$ cat config.mk
export PLATFORM = sky130hd
export DESIGN_NAME = hazard_stall_unit_flat
export DESIGN_NICKNAME = d
export VERILOG_FILES = /design/src/rtl/mips_pkg.sv /design/src/rtl/hazard_stall_unit_if.sv /design/src/rtl/sat_counter.sv /design/src/rtl/hazard_stall_unit.sv /design/src/flat_wrapper.sv
export SDC_FILE = /design/constraint.sdc
export NUM_CORES = 1
export LEC_CHECK = 0
export CORE_MARGIN = 5
export CORE_UTILIZATION = 30
export DETAILED_ROUTE_END_ITERATION = 7
export PLACE_DENSITY = 0.6
export SLEW_MARGIN = 20
export SYNTH_ARGS = -nofsm -noshare
export SYNTH_HDL_FRONTEND = slang
export SYNTH_SLANG_ARGS = --single-unit
$ cat constraint.sdc
create_clock -name clk -period 4.7 [get_ports clk]
set_input_delay 0.94 -clock clk [delete_from_list [all_inputs] [get_ports clk]]
set_output_delay 0.94 -clock clk [all_outputs]
set_load 0.1 [all_outputs]
$ cat src/rtl/mips_pkg.sv
// rtl/mips_pkg.sv - shared MIPS pipeline constants: register width, $zero, opcode/funct codes
package mips_pkg;

    localparam int REG_W = 5;
    localparam logic [REG_W-1:0] REG_ZERO = '0;

    // Opcodes the decoder uses to build id_use_rs, id_use_rt and id_mem_read
    localparam logic [5:0] OP_RTYPE = 6'h00;
    localparam logic [5:0] OP_BEQ   = 6'h04;
    localparam logic [5:0] OP_BNE   = 6'h05;
    localparam logic [5:0] OP_ADDI  = 6'h08;
    localparam logic [5:0] OP_LW    = 6'h23;
    localparam logic [5:0] OP_SW    = 6'h2b;

    // R-type funct codes
    localparam logic [5:0] FN_ADD = 6'h20;
    localparam logic [5:0] FN_SUB = 6'h22;
    localparam logic [5:0] FN_AND = 6'h24;
    localparam logic [5:0] FN_OR  = 6'h25;
    localparam logic [5:0] FN_SLT = 6'h2a;

endpackage

$ cat src/rtl/hazard_stall_unit_if.sv
// rtl/hazard_stall_unit_if.sv - ID-stage decode inputs and pipeline control outputs of the stall unit
interface hazard_stall_unit_if #(
    parameter int REG_W = 5,
    parameter int CNT_W = 16
);
    logic             id_valid;
    logic             id_reg_write;
    logic             id_mem_read;
    logic [REG_W-1:0] id_wr_addr;
    logic [REG_W-1:0] id_rs;
    logic [REG_W-1:0] id_rt;
    logic             id_use_rs;
    logic             id_use_rt;
    logic             id_branch;
    logic             branch_taken;
    logic             mem_busy;

    logic             pc_en;
    logic             ifid_en;
    logic             ifid_flush;
    logic             idex_bubble;
    logic             r_writeexe;
    logic [REG_W-1:0] wr_addrexe;
    logic             r_writemem;
    logic [REG_W-1:0] wr_addrmem;
    logic [CNT_W-1:0] stall_cnt;
    logic [CNT_W-1:0] flush_cnt;
    logic [CNT_W-1:0] freeze_cnt;

    // Pipeline side: presents the decoded ID instruction, consumes the controls
    modport master (
        output id_valid, id_reg_write, id_mem_read, id_wr_addr, id_rs, id_rt,
               id_use_rs, id_use_rt, id_branch, branch_taken, mem_busy,
        input  pc_en, ifid_en, ifid_flush, idex_bubble, r_writeexe, wr_addrexe,
               r_writemem, wr_addrmem, stall_cnt, flush_cnt, freeze_cnt
    );

    // Stall unit side
    modport slave (
        input  id_valid, id_reg_write, id_mem_read, id_wr_addr, id_rs, id_rt,
               id_use_rs, id_use_rt, id_branch, branch_taken, mem_busy,
        output pc_en, ifid_en, ifid_flush, idex_bubble, r_writeexe, wr_addrexe,
               r_writemem, wr_addrmem, stall_cnt, flush_cnt, freeze_cnt
    );
endinterface

$ cat src/rtl/sat_counter.sv
// rtl/sat_counter.sv - performance counter that sticks at all-ones instead of wrapping
module sat_counter #(
    parameter int CNT_W = 16
) (
    input  logic             clk,
    input  logic             rst,
    input  logic             inc,
    output logic [CNT_W-1:0] count
);

    // Count qualifying cycles, holding once the maximum is reached
    always_ff @(posedge clk or posedge rst) begin
        if (rst) begin
            count <= '0;
        end else if (inc && (count != '1)) begin
            count <= count + CNT_W'(1);
        end
    end

endmodule

$ cat src/rtl/hazard_stall_unit.sv
// rtl/hazard_stall_unit.sv - ID-stage load hazard detector, stall/flush generator and shadow EX/MEM writer state
module hazard_stall_unit
    import mips_pkg::*;
#(
    parameter int CNT_W = 16,
    parameter int REG_W = mips_pkg::REG_W
) (
    input  logic               clk,
    input  logic               rst,
    hazard_stall_unit_if.slave hs
);

    localparam logic [REG_W-1:0] ZERO_ADDR = REG_W'(REG_ZERO);

    logic             ex_rw;
    logic             ex_ld;
    logic [REG_W-1:0] ex_addr;
    logic             mem_rw;
    logic             mem_ld_r;
    logic [REG_W-1:0] mem_addr;

    logic match_ex;
    logic match_mem;
    logic load_use;
    logic br_load_mem;
    logic hazard;
    logic take_flush;

    logic pc_en_c;
    logic ifid_en_c;
    logic ifid_flush_c;
    logic idex_bubble_c;

    // A source operand only conflicts with a real (non-$zero) destination it actually reads
    assign match_ex  = (ex_addr != ZERO_ADDR) &&
                       ((hs.id_use_rs && (hs.id_rs == ex_addr)) ||
                        (hs.id_use_rt && (hs.id_rt == ex_addr)));
    assign match_mem = (mem_addr != ZERO_ADDR) &&
                       ((hs.id_use_rs && (hs.id_rs == mem_addr)) ||
                        (hs.id_use_rt && (hs.id_rt == mem_addr)));

    // Load data reaches ID only from WB, so a branch waits out a load still in MEM;
    // ALU results in EX/MEM are covered by the ID-stage forwarding path
    assign load_use    = ex_ld && match_ex;
    assign br_load_mem = hs.id_branch && mem_ld_r && match_mem;
    assign hazard      = hs.id_valid && (load_use || br_load_mem);
    assign take_flush  = hs.id_valid && hs.id_branch && hs.branch_taken;

    // Pipeline controls by priority: reset, memory freeze, hazard stall, taken-branch flush, normal
    always_comb begin
        pc_en_c       = 1'b1;
        ifid_en_c     = 1'b1;
        ifid_flush_c  = 1'b0;
        idex_bubble_c = 1'b0;
        if (rst) begin
            pc_en_c       = 1'b0;
            ifid_en_c     = 1'b0;
            idex_bubble_c = 1'b1;
        end else if (hs.mem_busy) begin
            pc_en_c   = 1'b0;
            ifid_en_c = 1'b0;
        end else if (hazard) begin
            pc_en_c       = 1'b0;
            ifid_en_c     = 1'b0;
            idex_bubble_c = 1'b1;
        end else if (take_flush) begin
            ifid_flush_c = 1'b1;
        end
    end

    // Shadow EX/MEM writer state: hold on freeze, insert a bubble into EX on a hazard
    always_ff @(posedge clk or posedge rst) begin
        if (rst) begin
            ex_rw    <= 1'b0;
            ex_ld    <= 1'b0;
            ex_addr  <= '0;
            mem_rw   <= 1'b0;
            mem_ld_r <= 1'b0;
            mem_addr <= '0;
        end else if (!hs.mem_busy) begin
            mem_rw   <= ex_rw;
            mem_ld_r <= ex_ld;
            mem_addr <= ex_addr;
            if (hazard) begin
                ex_rw   <= 1'b0;
                ex_ld   <= 1'b0;
                ex_addr <= '0;
            end else begin
                ex_rw   <= hs.id_valid && hs.id_reg_write;
                ex_ld   <= hs.id_valid && hs.id_mem_read;
                ex_addr <= hs.id_wr_addr;
            end
        end
    end

    assign hs.pc_en       = pc_en_c;
    assign hs.ifid_en     = ifid_en_c;
    assign hs.ifid_flush  = ifid_flush_c;
    assign hs.idex_bubble = idex_bubble_c;
    assign hs.r_writeexe  = ex_rw;
    assign hs.wr_addrexe  = ex_addr;
    assign hs.r_writemem  = mem_rw;
    assign hs.wr_addrmem  = mem_addr;

    sat_counter #(.CNT_W(CNT_W)) u_stall_cnt (
        .clk   (clk),
        .rst   (rst),
        .inc   (!hs.mem_busy && hazard),
        .count (hs.stall_cnt)
    );

    sat_counter #(.CNT_W(CNT_W)) u_flush_cnt (
        .clk   (clk),
        .rst   (rst),
        .inc   (!hs.mem_busy && !hazard && take_flush),
        .count (hs.flush_cnt)
    );

    sat_counter #(.CNT_W(CNT_W)) u_freeze_cnt (
        .clk   (clk),
        .rst   (rst),
        .inc   (hs.mem_busy),
        .count (hs.freeze_cnt)
    );

endmodule

$ cat src/flat_wrapper.sv
// flat-port wrapper written by rule: the top's interface ports become plain ports
module hazard_stall_unit_flat import mips_pkg::*;
#(
    parameter int CNT_W = 16,
    parameter int REG_W = mips_pkg::REG_W
)
  (clk, rst, hs_id_valid, hs_id_reg_write, hs_id_mem_read, hs_id_wr_addr, hs_id_rs, hs_id_rt, hs_id_use_rs, hs_id_use_rt, hs_id_branch, hs_branch_taken, hs_mem_busy, hs_pc_en, hs_ifid_en, hs_ifid_flush, hs_idex_bubble, hs_r_writeexe, hs_wr_addrexe, hs_r_writemem, hs_wr_addrmem, hs_stall_cnt, hs_flush_cnt, hs_freeze_cnt);
  hazard_stall_unit_if #(.REG_W(REG_W), .CNT_W(CNT_W)) hs_i ();
  input  logic clk;
  input  logic rst;
  input wire logic [$bits(hs_i.id_valid)-1:0] hs_id_valid;
  input wire logic [$bits(hs_i.id_reg_write)-1:0] hs_id_reg_write;
  input wire logic [$bits(hs_i.id_mem_read)-1:0] hs_id_mem_read;
  input wire logic [$bits(hs_i.id_wr_addr)-1:0] hs_id_wr_addr;
  input wire logic [$bits(hs_i.id_rs)-1:0] hs_id_rs;
  input wire logic [$bits(hs_i.id_rt)-1:0] hs_id_rt;
  input wire logic [$bits(hs_i.id_use_rs)-1:0] hs_id_use_rs;
  input wire logic [$bits(hs_i.id_use_rt)-1:0] hs_id_use_rt;
  input wire logic [$bits(hs_i.id_branch)-1:0] hs_id_branch;
  input wire logic [$bits(hs_i.branch_taken)-1:0] hs_branch_taken;
  input wire logic [$bits(hs_i.mem_busy)-1:0] hs_mem_busy;
  output wire logic [$bits(hs_i.pc_en)-1:0] hs_pc_en;
  output wire logic [$bits(hs_i.ifid_en)-1:0] hs_ifid_en;
  output wire logic [$bits(hs_i.ifid_flush)-1:0] hs_ifid_flush;
  output wire logic [$bits(hs_i.idex_bubble)-1:0] hs_idex_bubble;
  output wire logic [$bits(hs_i.r_writeexe)-1:0] hs_r_writeexe;
  output wire logic [$bits(hs_i.wr_addrexe)-1:0] hs_wr_addrexe;
  output wire logic [$bits(hs_i.r_writemem)-1:0] hs_r_writemem;
  output wire logic [$bits(hs_i.wr_addrmem)-1:0] hs_wr_addrmem;
  output wire logic [$bits(hs_i.stall_cnt)-1:0] hs_stall_cnt;
  output wire logic [$bits(hs_i.flush_cnt)-1:0] hs_flush_cnt;
  output wire logic [$bits(hs_i.freeze_cnt)-1:0] hs_freeze_cnt;
  assign hs_i.id_valid = hs_id_valid;
  assign hs_i.id_reg_write = hs_id_reg_write;
  assign hs_i.id_mem_read = hs_id_mem_read;
  assign hs_i.id_wr_addr = hs_id_wr_addr;
  assign hs_i.id_rs = hs_id_rs;
  assign hs_i.id_rt = hs_id_rt;
  assign hs_i.id_use_rs = hs_id_use_rs;
  assign hs_i.id_use_rt = hs_id_use_rt;
  assign hs_i.id_branch = hs_id_branch;
  assign hs_i.branch_taken = hs_branch_taken;
  assign hs_i.mem_busy = hs_mem_busy;
  assign hs_pc_en = hs_i.pc_en;
  assign hs_ifid_en = hs_i.ifid_en;
  assign hs_ifid_flush = hs_i.ifid_flush;
  assign hs_idex_bubble = hs_i.idex_bubble;
  assign hs_r_writeexe = hs_i.r_writeexe;
  assign hs_wr_addrexe = hs_i.wr_addrexe;
  assign hs_r_writemem = hs_i.r_writemem;
  assign hs_wr_addrmem = hs_i.wr_addrmem;
  assign hs_stall_cnt = hs_i.stall_cnt;
  assign hs_flush_cnt = hs_i.flush_cnt;
  assign hs_freeze_cnt = hs_i.freeze_cnt;
  hazard_stall_unit #(.CNT_W(CNT_W), .REG_W(REG_W)) u_core (.clk(clk), .rst(rst), .hs(hs_i));
endmodule
* Word-level counts from Yosys, hierarchy flattened *
Cells that the tools add are included.

operators by class
  $add $sub $neg = 3
  equal/unequal tests = 7
  muxes and demuxes = 13
  reductions and logical operators = 27

operator list
  operator                                                          count
  16-bit by 1-bit adder with 16-bit output (second input constant)  3
  16-bit inequality test (second input constant)                    3
  5-bit equality test                                               4
  1-bit logical AND                                                 20
  1-bit two-way mux                                                 12
  5-bit nonzero test                                                2
  5-bit two-way mux                                                 1
  1-bit logical OR                                                  3
  1-bit logical NOT                                                 2

word-level totals
  flip-flop bits (word level) = 62
  output and inout bits = 64
  word-level logic and storage cells = 59

* Longest topological paths before layout *
Gate-level depths: netlist of the first run.

  depth after elaboration = 11
  gate-level depth with buffers = 8
  depth with buffers taken out = 7

* Cells and area by module *
A second synthesis of the first run with hierarchy kept.

unflattened totals
  cell total of the unflattened synthesis = 289
  area total of the unflattened synthesis = 3,276.9 sq um

by module, submodules not included
  module             instances  cells an instance  area an instance (sq um)
  sat_counter        3          71                 805.8
  hazard_stall_unit  1          76                 859.6

* Worst setup path before layout of the first run *
OpenSTA, ideal clock, no wires.

  path kind = flip-flop to output port
  from = reg u_core.mem_addr[4], in the netlist u_core.hs.wr_addrmem[4]
  to = out hs_pc_en
  arrival time = 4.742 ns
  required time = 3.760 ns
  slack = -0.982 ns
  stages on the path, launching flop included = 8
  cells stage by stage = dfrtp_1 -> or3_1 -> o311a_1 -> a32oi_4 -> buf_6 -> nor2b_1 -> nor3_1 -> buf_4

on the way
  cells in the longest elaborated chain, start to end = 10
  elaborated cells between the ends (all ways) = 13
  those cells by class = 2 x eq/ne; 3 x mux; 8 x reduce/logical

ends and longest elaborated chain
  item                                    RTL line                                          RTL
  start, declared                         hazard_stall_unit.sv:20                           logic [REG_W-1:0] mem_addr;
  start signal, assigned                  hazard_stall_unit.sv:83                           mem_addr <= ex_addr;
  5-bit equality test (on tied branches)  hazard_stall_unit.sv:39, hazard_stall_unit.sv:40
  1-bit logical AND (on tied branches)    hazard_stall_unit.sv:39, hazard_stall_unit.sv:40
  1-bit logical OR                        hazard_stall_unit.sv:39                           ((hs.id_use_rs && (hs.id_rs == mem_addr)) ||
  1-bit logical AND *                     hazard_stall_unit.sv:38                           assign match_mem = (mem_addr != ZERO_ADDR) &&
  1-bit logical AND *                     hazard_stall_unit.sv:45                           assign br_load_mem = hs.id_branch && mem_ld_r && match_mem;
  1-bit logical OR *                      hazard_stall_unit.sv:46                           assign hazard = hs.id_valid && (load_use || br_load_mem);
  1-bit logical AND *                     hazard_stall_unit.sv:46
  1-bit two-way mux * (3 in series)       --
  end, declared                           flat_wrapper.sv:22                                output wire logic [$bits(hs_i.pc_en)-1:0] hs_pc_en;

Mark *: on every way between the ends. The rest lies on a longest branch, timed or not.

* Worst setup path in the final report of the first run *
  from = in hs_id_rt[0]
  to = out hs_pc_en

on the way
  cells in the longest elaborated chain, start to end = 10
  elaborated cells between the ends (all ways) = 15
  those cells by class = 2 x eq/ne; 3 x mux; 10 x reduce/logical

ends and longest elaborated chain
  item                                    RTL line                                          RTL
  start, declared                         flat_wrapper.sv:16                                input wire logic [$bits(hs_i.id_rt)-1:0] hs_id_rt;
  5-bit equality test (on tied branches)  hazard_stall_unit.sv:37, hazard_stall_unit.sv:40
  1-bit logical AND (on tied branches)    hazard_stall_unit.sv:37, hazard_stall_unit.sv:40
  1-bit logical OR (on tied branches)     hazard_stall_unit.sv:36, hazard_stall_unit.sv:39
  1-bit logical AND (on tied branches)    hazard_stall_unit.sv:35, hazard_stall_unit.sv:38
  1-bit logical AND (on tied branches)    hazard_stall_unit.sv:44, hazard_stall_unit.sv:45
  1-bit logical OR *                      hazard_stall_unit.sv:46
  1-bit logical AND *                     hazard_stall_unit.sv:46
  1-bit two-way mux *                     hazard_stall_unit.sv:62                           end else if (hazard) begin
  1-bit two-way mux *                     hazard_stall_unit.sv:59                           end else if (hs.mem_busy) begin
  1-bit two-way mux *                     hazard_stall_unit.sv:55                           if (rst) begin

Marks and branches as above.

==> results of run 1 <==
-- layer usage --
metal / wire length [um] / GRT usage [%] / up-vias
met5: 0 / 0 / -
met1: 3828 / 18.35 / 1213
li1: - / - / 1241
met3: 563 / 3.720 / 10
met4: 89 / 4.327 / 0
met2: 3610 / 19.75 / 83
-- worst max-delay path: cells and delay by family --
| kind | cells | cell delay, ns |
|---|---|---|
| simple gates | 3 | 0.76 |
| buf+inv | 2 | 0.71 |
| compound gates | 2 | 0.46 |
| xor+xnor | 1 | 0.14 |
-- power by group --
| part | internal, mW | switching, mW |
|---|---|---|
| clock network | 0.304 | 0.205 |
| registers | 0.593 | 0.0842 |
| logic | 0.197 | 0.546 |
-- kinds of logic after synthesis --
group                    count (synthesis)  share of synthesized area [%]
flip-flops                              62                          49.09
XOR/XNOR                                61                          16.90
multiplexers                            14                          5.107
buffers and inverters                   14                          2.098
adder cells (fa/ha/maj)                  3                          1.188
AND/OR/NAND/NOR                        130                          22.17
AO/OA/AOI/OAI                           15                          3.444
-- metrics by stage --
step | cells | worst slack (ns) | hold slack, ns | util [%]
CTS | 534 | 0.7602 | 0.4909 | 43.32
finish | 534 | 0.7505 | 0.4856 | 43.32
global placement | 518 | 0.7990 | 0.4748 | 41.18
floorplan | 299 | -0.02093 | 0.4797 | -
detailed placement | 518 | 0.7696 | 0.4772 | 41.18
global route | 534 | 0.6267 | 0.5157 | 43.32
-- worst paths after layout --
path	cells past startpoint	endpoint
setup / recovery	8	hs_pc_en
hold / removal	1	u_core.u_stall_cnt.count[4]
max in group asynchronous	3	u_core.u_freeze_cnt.count[0]
hold reg to reg	1	u_core.u_stall_cnt.count[4]
setup reg to reg	6	u_core.u_flush_cnt.count[1]
min in group asynchronous	3	u_core.u_flush_cnt.count[15]
-- sequential cells by signal, indices dropped and copies added (netlist names) --
name / flops
u_core.u_stall_cnt.count: 16
u_core.u_flush_cnt.count: 16
u_core.hs.r_writeexe: 1
u_core.hs.r_writemem: 1
u_core.ex_ld: 1
u_core.u_freeze_cnt.count: 16
u_core.hs.wr_addrmem: 5
u_core.hs.wr_addrexe: 5
u_core.mem_ld_r: 1
-- area by class of cell --
class	count	area (um^2)	area share, %
clock buffers	14	182.7	4.085
inverters	4	18.77	0.4197
well taps	136	170.2	3.805
clock inverters	2	37.54	0.8394
flip-flops and latches	62	1551	34.70
multi-input cells	223	1553	34.72
repair buffers	93	958.4	21.43
-- synthesized netlist by cell type --
master     n
o31a_1     1
o22ai_1    2
and2_1     1
nand2_1   25
and4_1     2
o311a_1    1
nand4_1   21
buf_2      2
mux2_2    12
nor4_1     6
or3_1      1
nor3_1     8
a32oi_4    1
nand3_1   25
o21ai_0    9
dfrtp_1   62
mux2_1     1
ha_1       3
inv_1      4
o21ai_1    1
clkbuf_1   6
buf_6      1
xnor2_1   44
and3_1    15
or3b_2     1
mux2_4     1
nor3b_1    2
nand2b_1   8
nor2b_1    2
nand4_2    1
xor2_1    17
buf_4      1
nor4b_1    1
nor2_1    11
==> results.ini, run 1 <==
[detailed_routing]
wirelength_mm = 8.092
wire_per_inst_um = 15.15
vias = 2547
firstDrtPassIters = 4
ant_nets = 0
via_per_inst = 4.770
drt_iter0_drc = 142
drc_errors = 0

[sta]
worstMarginPinSlew_ns = 1.021
tns_ns = 0
fin_crit_sh_pct = 84.03
setup_viol_count_final = 0
fmax_ghz = 0.2532
rsz0062_at_grt = no
slew_violations = 0
period_minus_slack_ns = 3.949
skew_ns = 0.008400
slew_headroom_pct = 31.74
hold_viol = 0

[yosys]
synthesis.area_um2 = 3161
synth.area.top_cells = dfrtp_1, xnor2_1, xor2_1, mux2_2, nand4_1
synthCells = 299
synth.net_count = 327
yosys.cell_types.count = 34
synth_area_per_cell_um2 = 10.57
seq_area_frac_synth_pct = 49.09
synth_top_area_cell = dfrtp_1
yosys_warnings = 0
yosysTopAreaCellShare_pct = 49.09
ys_seq_elements = 62

[critical_path]
cp.required_ns = 3.76
timing_worst_setup_path_type = primary input to primary output
worstSetupStartpointType = primary input
path_max_fanout = 7
rrSetupSlack_ns = 2.32
worstPathArrival_ns = 3.01
path_cells = clkdlybuf4s50_1 > xnor2_1 > nand4_1 > o22ai_1 > a32oi_4 > nor2b_1 > nor3_2 > buf_12
crit_path_top_delay_cell = clkdlybuf4s50_1
endpoint_kind = primary output
rr_startpoint = u_core.hs.wr_addrmem[4]
critPathMaxStageDelay_ns = 0.51
startpoint = hs_id_rt[0]

[die]
fp.dieW_um = 112.6
fp.dieH_um = 112.6
initial_utilization_pct = 30.61
rows = 37
dieArea_um2 = 12690
coreArea_um2 = 10320
pin_count = 89

[outcome]
status = finished clean

[clock_network]
cts-root-buf = clkbuf_8
htree_levels = 3
post_cts_buffers = 0
clk_path_buf_depth = 2
clock_sinks = 62
cts_tree = yes
clkLatencyLatePin_ns = 0.33
ctsResizeCount = 0
cts_buffers = 9
path_clk_slew_ns = 0.07
cts_hold_buffers = 0

[cells_and_area]
final_common_cell = clkdlybuf4s50_1
drive_gt1_share_pct = 10.80
fillers = 978
final_cell_mix = clkdlybuf4s50_1, dfrtp_1, xnor2_1
n_antenna_cell = 0
num-nets-final = 421
syn_to_final_growth_pct = 41.49
final_area_um2 = 4472

[global_routing]
antenna_found_initial = 0
grt_first_pass_wirelength_mm = 13.61
grt_pass1_vias = 2629
grt_remaining_overflow = 0
grt_start_max_net_pins = 63
grt_usage_pct = 13.19

[place]
portBuffers = 88
gp_congestion = 0.8798
post_dp_cell_area_um2 = 4252
hpwl_mm = 5.730

[job]
max-cap-violations = 0

[hold_path]
hold_path.startpoint = u_core.u_stall_cnt.count[4]
holdCritPathClass = register to register

[power]
p_per_area_nw_per_um2 = 431.4
power_mw = 1.929
max-vdd-ir-drop_mv = 0.3834
p_leak_nw = 1.891

Power figures use the tool's default switching activity.
==> run 2: changes to the inputs <==
--- a/config.mk
+++ b/config.mk
@@ -8,7 +8,7 @@
 export CORE_MARGIN = 5
 export CORE_UTILIZATION = 30
 export DETAILED_ROUTE_END_ITERATION = 7
-export PLACE_DENSITY = 0.6
+export PLACE_DENSITY = 0.62
 export SLEW_MARGIN = 20
 export SYNTH_ARGS = -nofsm -noshare
 export SYNTH_HDL_FRONTEND = slang
==> constraint.sdc (replaced) <==
create_clock -name clk -period 3.5 [get_ports clk]
set_input_delay 0.7 -clock clk [delete_from_list [all_inputs] [get_ports clk]]
set_output_delay 0.7 -clock clk [all_outputs]
set_load 0.1 [all_outputs]
==> run 2 against run 1 <==
  * Via count increased by 2.0%
  * Final cell count is the same
  * Clock-buffer cell count decreased by 3
  * Sequential cell count did not move
  * Register-to-register slack lost 1.2 ns
  * Total power up 36%
  * Clock skew increased by 0.0076 ns
  * First-iteration DRC count grew 18%
  * Critical path type unchanged
  * Largest cell class unchanged
==> results.ini, run 2 (synthesized netlist as in run 1, its figures left out) <==
[outcome]
status = finished clean

[clock_network]
post_cts_buffers = 0
clk_path_buf_depth = 2
ctsResizeCount = 0
cts-root-buf = clkbuf_8
cts_buffers = 9
clkLatencyLatePin_ns = 0.33
htree_levels = 3
clock_sinks = 62
cts_hold_buffers = 0
cts_tree = yes
path_clk_slew_ns = 0.08

[die]
rows = 37
coreArea_um2 = 10320
pin_count = 89
fp.dieH_um = 112.6
initial_utilization_pct = 30.61
fp.dieW_um = 112.6
dieArea_um2 = 12690

[detailed_routing]
vias = 2599
firstDrtPassIters = 4
wire_per_inst_um = 15.40
ant_nets = 0
via_per_inst = 4.867
drt_iter0_drc = 167
drc_errors = 0
wirelength_mm = 8.225

[cells_and_area]
num-nets-final = 421
syn_to_final_growth_pct = 39.94
largestRegisters = u_core.u_flush_cnt.count: 16 flops, u_core.u_freeze_cnt.count: 16 flops, u_core.u_stall_cnt.count: 16 flops
final_cells = 534
final_common_cell = dfrtp_1
final_cell_mix = dfrtp_1, clkdlybuf4s50_1, xnor2_1
drive_gt1_share_pct = 22.86
final_area_um2 = 4423
n_antenna_cell = 0

[sta]
hold_viol = 0
slew_headroom_pct = 32.38
worstMarginPinSlew_ns = 1.011
setup_viol_count_final = 0
fmax_ghz = 0.3069
period_minus_slack_ns = 3.258
rsz0062_at_grt = no
fin_ws_ns = 0.2417
skew_ns = 0.01595
slew_violations = 0
fin_crit_sh_pct = 93.09
tns_ns = 0

[critical_path]
path_max_fanout = 5
worstPathArrival_ns = 2.56
worstSetupStartpointType = primary input
startpoint = hs_id_rt[1]
timing_worst_setup_path_type = primary input to primary output
rrSetupSlack_ns = 1.09
rr_endpoint = u_core.u_flush_cnt.count[1]
reg2reg_depth = 6
cp.required_ns = 2.80
crit_end = hs_ifid_en
endpoint_kind = primary output
rr_startpoint = u_core.hs.wr_addrmem[4]

[place]
place_inst = 518
post_dp_cell_area_um2 = 4190
dp_slack_ns = 0.2367
gp_congestion = 0.9214
hpwl_mm = 5.954
portBuffers = 88

[global_routing]
antenna_found_initial = 0
grt_start_max_net_pins = 63
grt_usage_pct = 13.43
grt_pass1_vias = 2698
grt_first_pass_wirelength_mm = 14.08
grt_remaining_overflow = 0

[power]
max-vdd-ir-drop_mv = 0.3135
power_mw = 2.615
p_leak_nw = 1.951
p_per_area_nw_per_um2 = 591.3

[hold_path]
holdCritPathClass = register to register

[job]
max-cap-violations = 0

==> run 2: cell count changes in the layout (fill, tap and decap cells not counted), moves of 2 or more <==
cell / before / now
clkdlybuf4s50_1: 84 / 48
dfrtp_2: 0 / 10
buf_4: 5 / 41
dfrtp_1: 62 / 52
clkbuf_8: 13 / 11
==> run 2: layout make-up <==
class                   count  area (um^2)
fillers                  1001         5901
flip-flops and latches     62         1564
well taps                 136        170.2
clock buffers              11        151.4
clock inverters             5        81.33
multi-input cells         223         1569
repair buffers             93        868.3
inverters                   4        18.77
==> run 2: worst min-delay path by stage <==
stage                                               end  depth (start not counted)  slack (ns)                           from
after floorplan                         u_core.mem_ld_r                          1        0.48                u_core.mem_ld_r
after global placement      u_core.u_stall_cnt.count[4]                          1        0.47    u_core.u_stall_cnt.count[4]
after detailed placement  u_core.u_freeze_cnt.count[15]                          1        0.49  u_core.u_freeze_cnt.count[15]
after CTS                  u_core.u_freeze_cnt.count[4]                          1        0.50   u_core.u_freeze_cnt.count[4]
after global routing       u_core.u_freeze_cnt.count[4]                          1        0.52   u_core.u_freeze_cnt.count[4]
final                      u_core.u_freeze_cnt.count[4]                          1        0.49   u_core.u_freeze_cnt.count[4]
==> run 2: metal layers <==
metal	GRT usage (%)	vias to the layer above	part of all wire, %
li1	-	1245	-
met3	3.935	9	7.3
met2	20.10	82	44
met4	3.125	0	1.0
met1	19.13	1263	48
met5	0	-	0
==> run 2: worst max-delay path, stage by stage <==
cell and delay, ns:
clkdlybuf4s50_1 0.53, xnor2_1 0.14, nand4_1 0.10, o22ai_1 0.29
a32oi_4 0.17, nor2b_1 0.19, buf_4 0.19, nor3_4 0.06
buf_12 0.18
==> run 2: power by group <==
group | internal, mW | switching, mW | leakage, nW | total (mW)
Sequential | 0.799 | 0.111 | 0.816 | 0.911
Combinational | 0.240 | 0.737 | 1.02 | 0.977
Clock | 0.440 | 0.287 | 0.116 | 0.728
Total | 1.48 | 1.14 | 1.95 | 2.62
==> run 2: through the flow <==
step	util [%]	hold slack (ns)
floorplan	-	0.4797
global placement	40.59	0.4734
detailed placement	40.59	0.4857
CTS	42.84	0.5008
global route	42.84	0.5169
finish	42.84	0.4946
